**src/rtl/pixel_scan_gen.sv**
```systemverilog
// rtl/pixel_scan_gen.sv - handshaked raster/serpentine pixel coordinate generator
module pixel_scan_gen #(
  parameter int X_MAX = 300,
  parameter int Y_MAX = 300,
  parameter int BW    = 4,
  parameter int XW    = $clog2(X_MAX + 1),
  parameter int YW    = $clog2(Y_MAX + 1),
  parameter int CW    = $clog2(X_MAX * Y_MAX + 1)
) (
  input  logic          clk,
  input  logic          rst,
  input  logic          start,
  input  logic          mode,
  input  logic [XW-1:0] max_x,
  input  logic [YW-1:0] max_y,
  input  logic [BW-1:0] border,
  input  logic          pos_ready,
  output logic          pos_valid,
  output logic [XW-1:0] curr_x,
  output logic [YW-1:0] curr_y,
  output logic [1:0]    next_dir,
  output logic          row_start,
  output logic          row_end,
  output logic          frame_end,
  output logic [CW-1:0] pos_idx,
  output logic          busy,
  output logic          done,
  output logic          cfg_err
);

  localparam int XE = XW + BW + 1;
  localparam int YE = YW + BW + 1;
  localparam logic [XW-1:0] X_LIM = XW'(X_MAX);
  localparam logic [YW-1:0] Y_LIM = YW'(Y_MAX);

  typedef enum logic [1:0] {
    S_IDLE = 2'd0,
    S_SCAN = 2'd1,
    S_DONE = 2'd2
  } state_t;

  state_t        state;
  state_t        state_nxt;
  logic          mode_r;
  logic          dir_left;
  logic          cfg_seen;
  logic [XW-1:0] x_lo;
  logic [XW-1:0] x_hi;
  logic [YW-1:0] y_hi;
  logic          cfg_ok;
  logic          accept;
  logic [XE-1:0] mx_ext;
  logic [XE-1:0] bx2;
  logic [YE-1:0] my_ext;
  logic [YE-1:0] by2;

  always_comb begin
    mx_ext = XE'(max_x);
    bx2    = XE'(border) << 1;
    my_ext = YE'(max_y);
    by2    = YE'(border) << 1;
    cfg_ok = (max_x != '0) && (max_x <= X_LIM) &&
             (max_y != '0) && (max_y <= Y_LIM) &&
             (mx_ext > bx2) && (my_ext > by2);
  end

  assign accept = (state == S_SCAN) && pos_ready && !start;

  always_ff @(posedge clk) begin
    if (rst) state <= S_IDLE;
    else     state <= state_nxt;
  end

  // A start from any state restarts the scan; it takes priority over an accept.
  always_comb begin
    state_nxt = state;
    if (start) begin
      state_nxt = cfg_ok ? S_SCAN : S_IDLE;
    end else begin
      case (state)
        S_SCAN:  if (accept && frame_end) state_nxt = S_DONE;
        S_DONE:  state_nxt = S_IDLE;
        default: state_nxt = state;
      endcase
    end
  end

  always_comb begin
    row_start = 1'b0;
    row_end   = 1'b0;
    frame_end = 1'b0;
    next_dir  = 2'b00;
    if (state == S_SCAN) begin
      row_end   = dir_left ? (curr_x == x_lo) : (curr_x == x_hi);
      row_start = dir_left ? (curr_x == x_hi) : (curr_x == x_lo);
      frame_end = row_end && (curr_y == y_hi);
      if (frame_end)    next_dir = 2'b11;
      else if (row_end) next_dir = 2'b10;
      else              next_dir = {1'b0, dir_left};
    end else if (cfg_seen) begin
      // Only a freshly reset block reports 00 while not scanning.
      next_dir = 2'b11;
    end
  end

  always_ff @(posedge clk) begin
    if (rst) begin
      pos_valid <= 1'b0;
      busy      <= 1'b0;
      done      <= 1'b0;
      cfg_err   <= 1'b0;
      cfg_seen  <= 1'b0;
      mode_r    <= 1'b0;
      dir_left  <= 1'b0;
      x_lo      <= '0;
      x_hi      <= '0;
      y_hi      <= '0;
      curr_x    <= '0;
      curr_y    <= '0;
      pos_idx   <= '0;
    end else begin
      pos_valid <= (state_nxt == S_SCAN);
      busy      <= (state_nxt == S_SCAN);
      done      <= (state_nxt == S_DONE);
      cfg_err   <= start && !cfg_ok;
      if (start) begin
        cfg_seen <= 1'b1;
        if (cfg_ok) begin
          mode_r   <= mode;
          dir_left <= 1'b0;
          x_lo     <= XW'(border);
          x_hi     <= max_x - XW'(1) - XW'(border);
          y_hi     <= max_y - YW'(1) - YW'(border);
          curr_x   <= XW'(border);
          curr_y   <= YW'(border);
          pos_idx  <= '0;
        end
      end else if (accept) begin
        pos_idx <= pos_idx + CW'(1);
        if (!row_end) begin
          curr_x <= dir_left ? curr_x - XW'(1) : curr_x + XW'(1);
        end else if (!frame_end) begin
          curr_y <= curr_y + YW'(1);
          if (mode_r) dir_left <= !dir_left;
          else        curr_x   <= x_lo;
        end
      end
    end
  end

endmodule

```
**config.mk**
```make
export PLATFORM = sky130hd
export DESIGN_NAME = pixel_scan_gen
export DESIGN_NICKNAME = d
export VERILOG_FILES = /design/src/rtl/pixel_scan_gen.sv
export SDC_FILE = /design/constraint.sdc
export NUM_CORES = 1
export LEC_CHECK = 0
export ABC_AREA = 0
export CAP_MARGIN = 20
export CORE_ASPECT_RATIO = 1.75
export CORE_MARGIN = 2
export CORE_UTILIZATION = 58
export DETAILED_ROUTE_END_ITERATION = 10
export HOLD_SLACK_MARGIN = 0.1
export PLACE_DENSITY = 0.86
export SYNTH_ARGS = -nofsm -noshare
export SYNTH_HDL_FRONTEND = slang
export SYNTH_SLANG_ARGS = --single-unit
export TNS_END_PERCENT = 30
```
**constraint.sdc**
```tcl
create_clock -name clk -period 5.7 [get_ports clk]
set_input_delay 0.57 -clock clk [delete_from_list [all_inputs] [get_ports clk]]
set_output_delay 0.57 -clock clk [all_outputs]
set_load 0.02 [all_outputs]
```
==> impl_metrics.json, run 1 <==
{
  "h-tree-depth": 3,
  "worstMarginPinSlew_ps": 1020,
  "reg2reg_depth": 9,
  "drt_iter0_markers": 251,
  "timing.rr.end": "curr_x[8]",
  "nNetsFinal": 623,
  "cts_hold_buf": 0,
  "cp_max_fo": 25,
  "dr_total_vias": 4017,
  "root_buffer": "clkbuf_16",
  "fin_crit_sh_pct": 62.1,
  "async_flop_share_pct": 0,
  "die_w_um": 67.7,
  "path_class": "in2reg",
  "slowest_stage": "o2111ai_4",
  "grt_pass1_wl_um": 17800,
  "final-setup-viol-count": 0,
  "start_util_pct": 60.1,
  "final.setup.tns_ps": 0,
  "core_um2": 6860,
  "die_h_um": 115,
  "startpoint_type": "input port",
  "min_period_ps": 3540,
  "holdCritPathClass": "reg2reg",
  "fin_ws_ps": 2160,
  "drc_errors": 0,
  "peakVddDrop_uv": 178,
  "clk-insertion-delay-late_ps": 330,
  "rows": 40,
  "grt.total_usage_pct": 29.7,
  "port_buffers": 70,
  "syn_area_um2": 4120,
  "r2r-start": "dir_left",
  "leakage_nw": 2.07,
  "min_from": "cfg_seen",
  "syn_nets": 563,
  "top_layer_used": "met4",
  "worstPathRequired_ps": 5950,
  "antenna_found_initial": 0,
  "wl_met2_um": 5830,
  "synthCells": 507,
  "synth_top_area_cell": "dfxtp_1",
  "numCtsBuffers": 9,
  "die-area_um2": 7820,
  "crit_arrival_ps": 3790,
  "viasPerCell": 6.12,
  "place_congestion": 0.833,
  "path_clk_slew_ps": 50,
  "insertedDiodeCount": 0,
  "grt_pass1_vias": 3986,
  "crit_path_cell_trace": "clkdlybuf4s50_1 > inv_1 > ha_1 > nand4_1 > a211oi_1 > a211oi_1 > o2111ai_4 > o211a_2 > or4_1 > a21oi_1",
  "yosysWarnings": 0,
  "yosysSeqAreaShare_pct": 31.6,
  "clock_skew_ps": 5.38,
  "fillers": 510,
  "routed_wl_um": 10800,
  "firstDrtPassIters": 5,
  "layout_common_cells": "clkdlybuf4s50_1 (69), nor2_1 (66), dfxtp_1 (65)",
  "r2r_setup_slack_ps": 2980,
  "grt_max_degree": 56,
  "area_growth_pct": 26.1,
  "ys.flop_type": "dfxtp_1",
  "wl_per_cell_um": 16.4,
  "dp_hpwl_um": 7800,
  "ys_seq_elements": 65,
  "cpMostUsedCell": "a211oi_1",
  "outcome": "finished clean",
  "routed-wl-met3_um": 451,
  "clock-sinks": 65,
  "whs_path_depth": 2,
  "cts_setup_buffers": 0,
  "pin_count": 71,
  "maxCapViolCount": 0,
  "cts_tree": "done",
  "yosysUniqueCellTypes": 50,
  "place_ws_ps": 1850,
  "synth_edf_count": 0,
  "rsz0062_at_grt": "false",
  "relSlewSlack_pct": 31.2,
  "drive_gt1_share_pct": 5.07,
  "wl_met1_um": 4080,
  "synthTopCellsByArea": "dfxtp_1 (32%), ha_1 (7.9%), nor2_1 (6.0%)",
  "fmax_mhz": 282,
  "hold_violations": 0,
  "endpoint_kind": "flop",
  "grt-ovfl-total": 0,
  "p_per_area_nw_per_um2": 260,
  "ant_nets": 0,
  "min_to": "cfg_seen",
  "max_stage_delay_ps": 510,
  "avgSynthCellArea_um2": 8.12,
  "clk_path_buf_depth": 2,
  "cts_resized": 0,
  "slew_viol_final": 0,
  "synth_top_area_share_pct": 31.6,
  "final_common_cell": "clkdlybuf4s50_1"
}
==> worst max path at each step <==
stage,startpoint,to,slack [ps],cells after the start
global placement,border[3],curr_x[6],2000,10
floorplan,border[1],curr_x[6],3170,9
finish,border[3],curr_x[5],2160,10
CTS,border[3],curr_x[5],2180,10
detailed placement,border[3],curr_x[5],1850,10
global route,border[1],curr_x[5],1990,10
==> registers in the layout, indices dropped and copies added (netlist names) <==
name,count
busy,1
cfg_err,1
cfg_seen,1
curr_x,9
curr_y,9
dir_left,1
done,1
mode_r,1
pos_idx,17
state,2
x_hi,9
x_lo,4
y_hi,9
==> power by group <==
part / switching, W / internal (W) / total, W
clock network: 0.000198 / 0.000438 / 0.000636
registers: 0.0000167 / 0.000470 / 0.000487
logic: 0.000129 / 0.0000981 / 0.000227
total: 0.000344 / 0.00101 / 0.00135
==> layer usage <==
layer / vias up / track usage [%]
li1: 1939 / -
met2: 137 / 54.3
met1: 1908 / 31.3
met4: 0 / 14.1
met3: 33 / 5.63
met5: - / 0
==> worst max-delay path: cells and delay by family <==
kind | cells | cell delay (ps)
AND/OR/NAND/NOR | 2 | 620
AO/OA/AOI/OAI | 5 | 1590
adder cells (fa/ha/maj) | 1 | 340
buffers and inverters | 2 | 660
==> logic make-up (layout without fill, tap and decap cells) <==
| kind of cell | Yosys count | in the layout | share of synthesized area [%] |
|---|---|---|---|
| multiplexers | 13 | 13 | 3.19 |
| buffers and inverters | 39 | 104 | 3.92 |
| XOR/XNOR | 45 | 45 | 9.57 |
| AO/OA/AOI/OAI | 125 | 125 | 20.0 |
| flip-flops | 65 | 65 | 31.6 |
| adder cells (fa/ha/maj) | 29 | 29 | 9.36 |
| AND/OR/NAND/NOR | 191 | 191 | 22.4 |
==> area by class of cell <==
type | count | area [um^2] | area share, %
Clock buffer | 11 | 243 | 4.67
Clock inverter | 5 | 103 | 1.98
Inverter | 15 | 56.3 | 1.08
Multi-Input combinational cell | 403 | 2670 | 51.4
Sequential cell | 65 | 1300 | 25.1
Tap cell | 84 | 105 | 2.02
Timing Repair Buffer | 73 | 718 | 13.8
==> cell usage after synthesis (3+ instances only) <==
master and number:
a211oi_1 4, a21o_1 8, a21oi_1 46, a311oi_1 9, a31oi_1 7, and2_1 4, and3_1 8, buf_2 9
clkbuf_1 14, dfxtp_1 65, fa_1 3, ha_1 26, inv_1 15, mux2i_1 12, nand2_1 33, nand2b_1 5
nand3_1 20, nand4_1 7, nor2_1 66, nor2b_1 6, nor3_1 13, nor4_1 3, o211ai_1 6, o21a_1 4
o21ai_0 14, o21bai_1 3, o31ai_1 7, or2_2 5, or3_1 9, or4_1 6, xnor2_1 26, xor2_1 19
==> metrics by stage <==
stage / total power [W] / std cells / hold WS (ps) / util (%) / instance area (um^2)
2_1_floorplan: 0.000644 / 507 / 441 / - / 4120
3_3_place_gp: 0.000710 / 640 / 468 / 70.7 / 4850
3_5_place_dp: 0.000719 / 640 / 483 / 70.7 / 4850
4_1_cts: 0.00135 / 656 / 489 / 75.7 / 5190
5_1_grt: 0.00140 / 656 / 521 / 75.7 / 5190
6_report: 0.00135 / 656 / 486 / 75.7 / 5190
(Power assumes the default switching activity.)
==> run 2: changes to the inputs <==
Settings changed: CORE_UTILIZATION 58 to 54, PLACE_DENSITY 0.86 to 0.81.
Clock period 5.7 ns to 3.6 ns, I/O delays scaled along.
==> run 2 against run 1 <==
Clock power increased by 33%. Clock-buffer cell count up 2. Hold slack improved by 1.0 ps. Sequential cell count is the same. Largest power group unchanged.
==> impl_metrics.json, run 2 (same netlist as run 1, synthesis figures left out) <==
{
  "outcome": "finished clean",
  "peakVddDrop_uv": 267,
  "root_buffer": "clkbuf_16",
  "cts_hold_buf": 0,
  "core_um2": 7460,
  "max_stage_delay_ps": 660,
  "leakage_nw": 2.07,
  "place_congestion": 0.923,
  "dp_hpwl_um": 8050,
  "drc_errors": 0,
  "relSlewSlack_pct": 60.0,
  "final_cells": 666,
  "startpoint_type": "flop",
  "p_per_area_nw_per_um2": 381,
  "die_w_um": 70.0,
  "final-setup-viol-count": 0,
  "r2r_setup_slack_ps": 1020,
  "clock-sinks": 65,
  "fin_crit_sh_pct": 88.5,
  "slowest_stage": "clkdlybuf4s50_1",
  "path_class": "reg2out",
  "final.setup.tns_ps": 0,
  "fin_total_pwr_w": 0.00198,
  "crit_family": "simple AND/OR/NAND/NOR gates",
  "clock_skew_ps": 5.27,
  "routed_wl_um": 10800,
  "grt_pass1_wl_um": 18600,
  "crit_path_cell_trace": "xnor2_1 > nand3_1 > or3_1 > mux2i_1 > and2_1 > clkdlybuf4s50_1",
  "holdCritPathClass": "reg2reg",
  "firstDrtPassIters": 4,
  "cts_setup_buffers": 0,
  "antenna_found_initial": 0,
  "largest_reg_flops": 17,
  "whs_ps": 487,
  "slew_viol_final": 0,
  "grt-ovfl-total": 0,
  "nNetsFinal": 629,
  "viasPerCell": 6.06,
  "grt_max_degree": 55,
  "clk-insertion-delay-late_ps": 340,
  "port_buffers": 70,
  "hold_violations": 0,
  "start_util_pct": 55.2,
  "die-area_um2": 8370,
  "grt.total_usage_pct": 27.3,
  "area_growth_pct": 26.1,
  "layout_common_cells": "clkdlybuf4s50_1 (69), nor2_1 (66), dfxtp_1 (65)",
  "numCtsBuffers": 9,
  "grt_pass1_vias": 4018,
  "drive_gt1_share_pct": 6.06,
  "h-tree-depth": 3,
  "insertedDiodeCount": 0,
  "die_h_um": 120,
  "rows": 42,
  "cp_max_fo": 6,
  "dr_total_vias": 4039,
  "wl_per_cell_um": 16.2,
  "crit_buf_inv": 1,
  "worstPathRequired_ps": 3240,
  "largest-register": "pos_idx",
  "crit_arrival_ps": 2830,
  "clk_path_buf_depth": 2,
  "maxCapViolCount": 0,
  "drt_iter0_markers": 296,
  "rsz0062_at_grt": "false",
  "cts_tree": "done",
  "pin_count": 71,
  "endpoint_kind": "primary output",
  "final_common_cell": "clkdlybuf4s50_1",
  "fmax_mhz": 314,
  "path_clk_slew_ps": 60,
  "cts_resized": 0,
  "ant_nets": 0,
  "final_util_pct": 69.6,
  "dpl.cell_count": 650,
  "min_period_ps": 3190,
  "worstMarginPinSlew_ps": 594,
  "fillers": 616
}
==> run 2: where the power goes <==
part | switching [W] | total [W] | internal, W
logic | 0.000205 | 0.000363 | 0.000158
registers | 0.0000271 | 0.000772 | 0.000745
clock network | 0.000322 | 0.000846 | 0.000523
total | 0.000554 | 0.00198 | 0.00143
==> run 2: per-stage QoR <==
| stage | setup WS (ps) | cell area [um^2] |
|---|---|---|
| finish | 415 | 5190 |
| global route | 238 | 5190 |
| CTS | 433 | 5190 |
| detailed placement | 466 | 4900 |
| global placement | 548 | 4900 |
| floorplan | 1280 | 4120 |
==> run 2: final timing paths <==
check / startpoint / endpoint / depth (start not counted)
worst max-delay path: curr_x[1] / row_end / 6
worst min-delay path: cfg_seen / cfg_seen / 2
worst max register to register: curr_x[1] / curr_y[2] / 7
worst min register to register: cfg_seen / cfg_seen / 2
==> run 2: worst min-delay path: stages, from the launching register on <==
cell and delay (ps):
dfxtp_1 330, nor2_1 50, nor2_1 70
==> run 2: cell type report <==
| cell class | count | area, um^2 | area share [%] |
|---|---|---|---|
| flip-flops and latches | 65 | 1300 | 25.1 |
| clock buffers | 13 | 270 | 5.20 |
| inverters | 15 | 56.3 | 1.08 |
| multi-input cells | 403 | 2670 | 51.4 |
| repair buffers | 79 | 763 | 14.7 |
| clock inverters | 3 | 23.8 | 0.458 |
| well taps | 88 | 110 | 2.12 |
==> run 2: layer usage <==
layer | part of all wire (%) | wire length (um) | global-route usage, %
met1 | 39 | 4170 | 30.2
met2 | 53 | 5750 | 47.9
met3 | 4.1 | 445 | 4.70
met4 | 3.9 | 421 | 16.7
met5 | 0 | 0 | 0
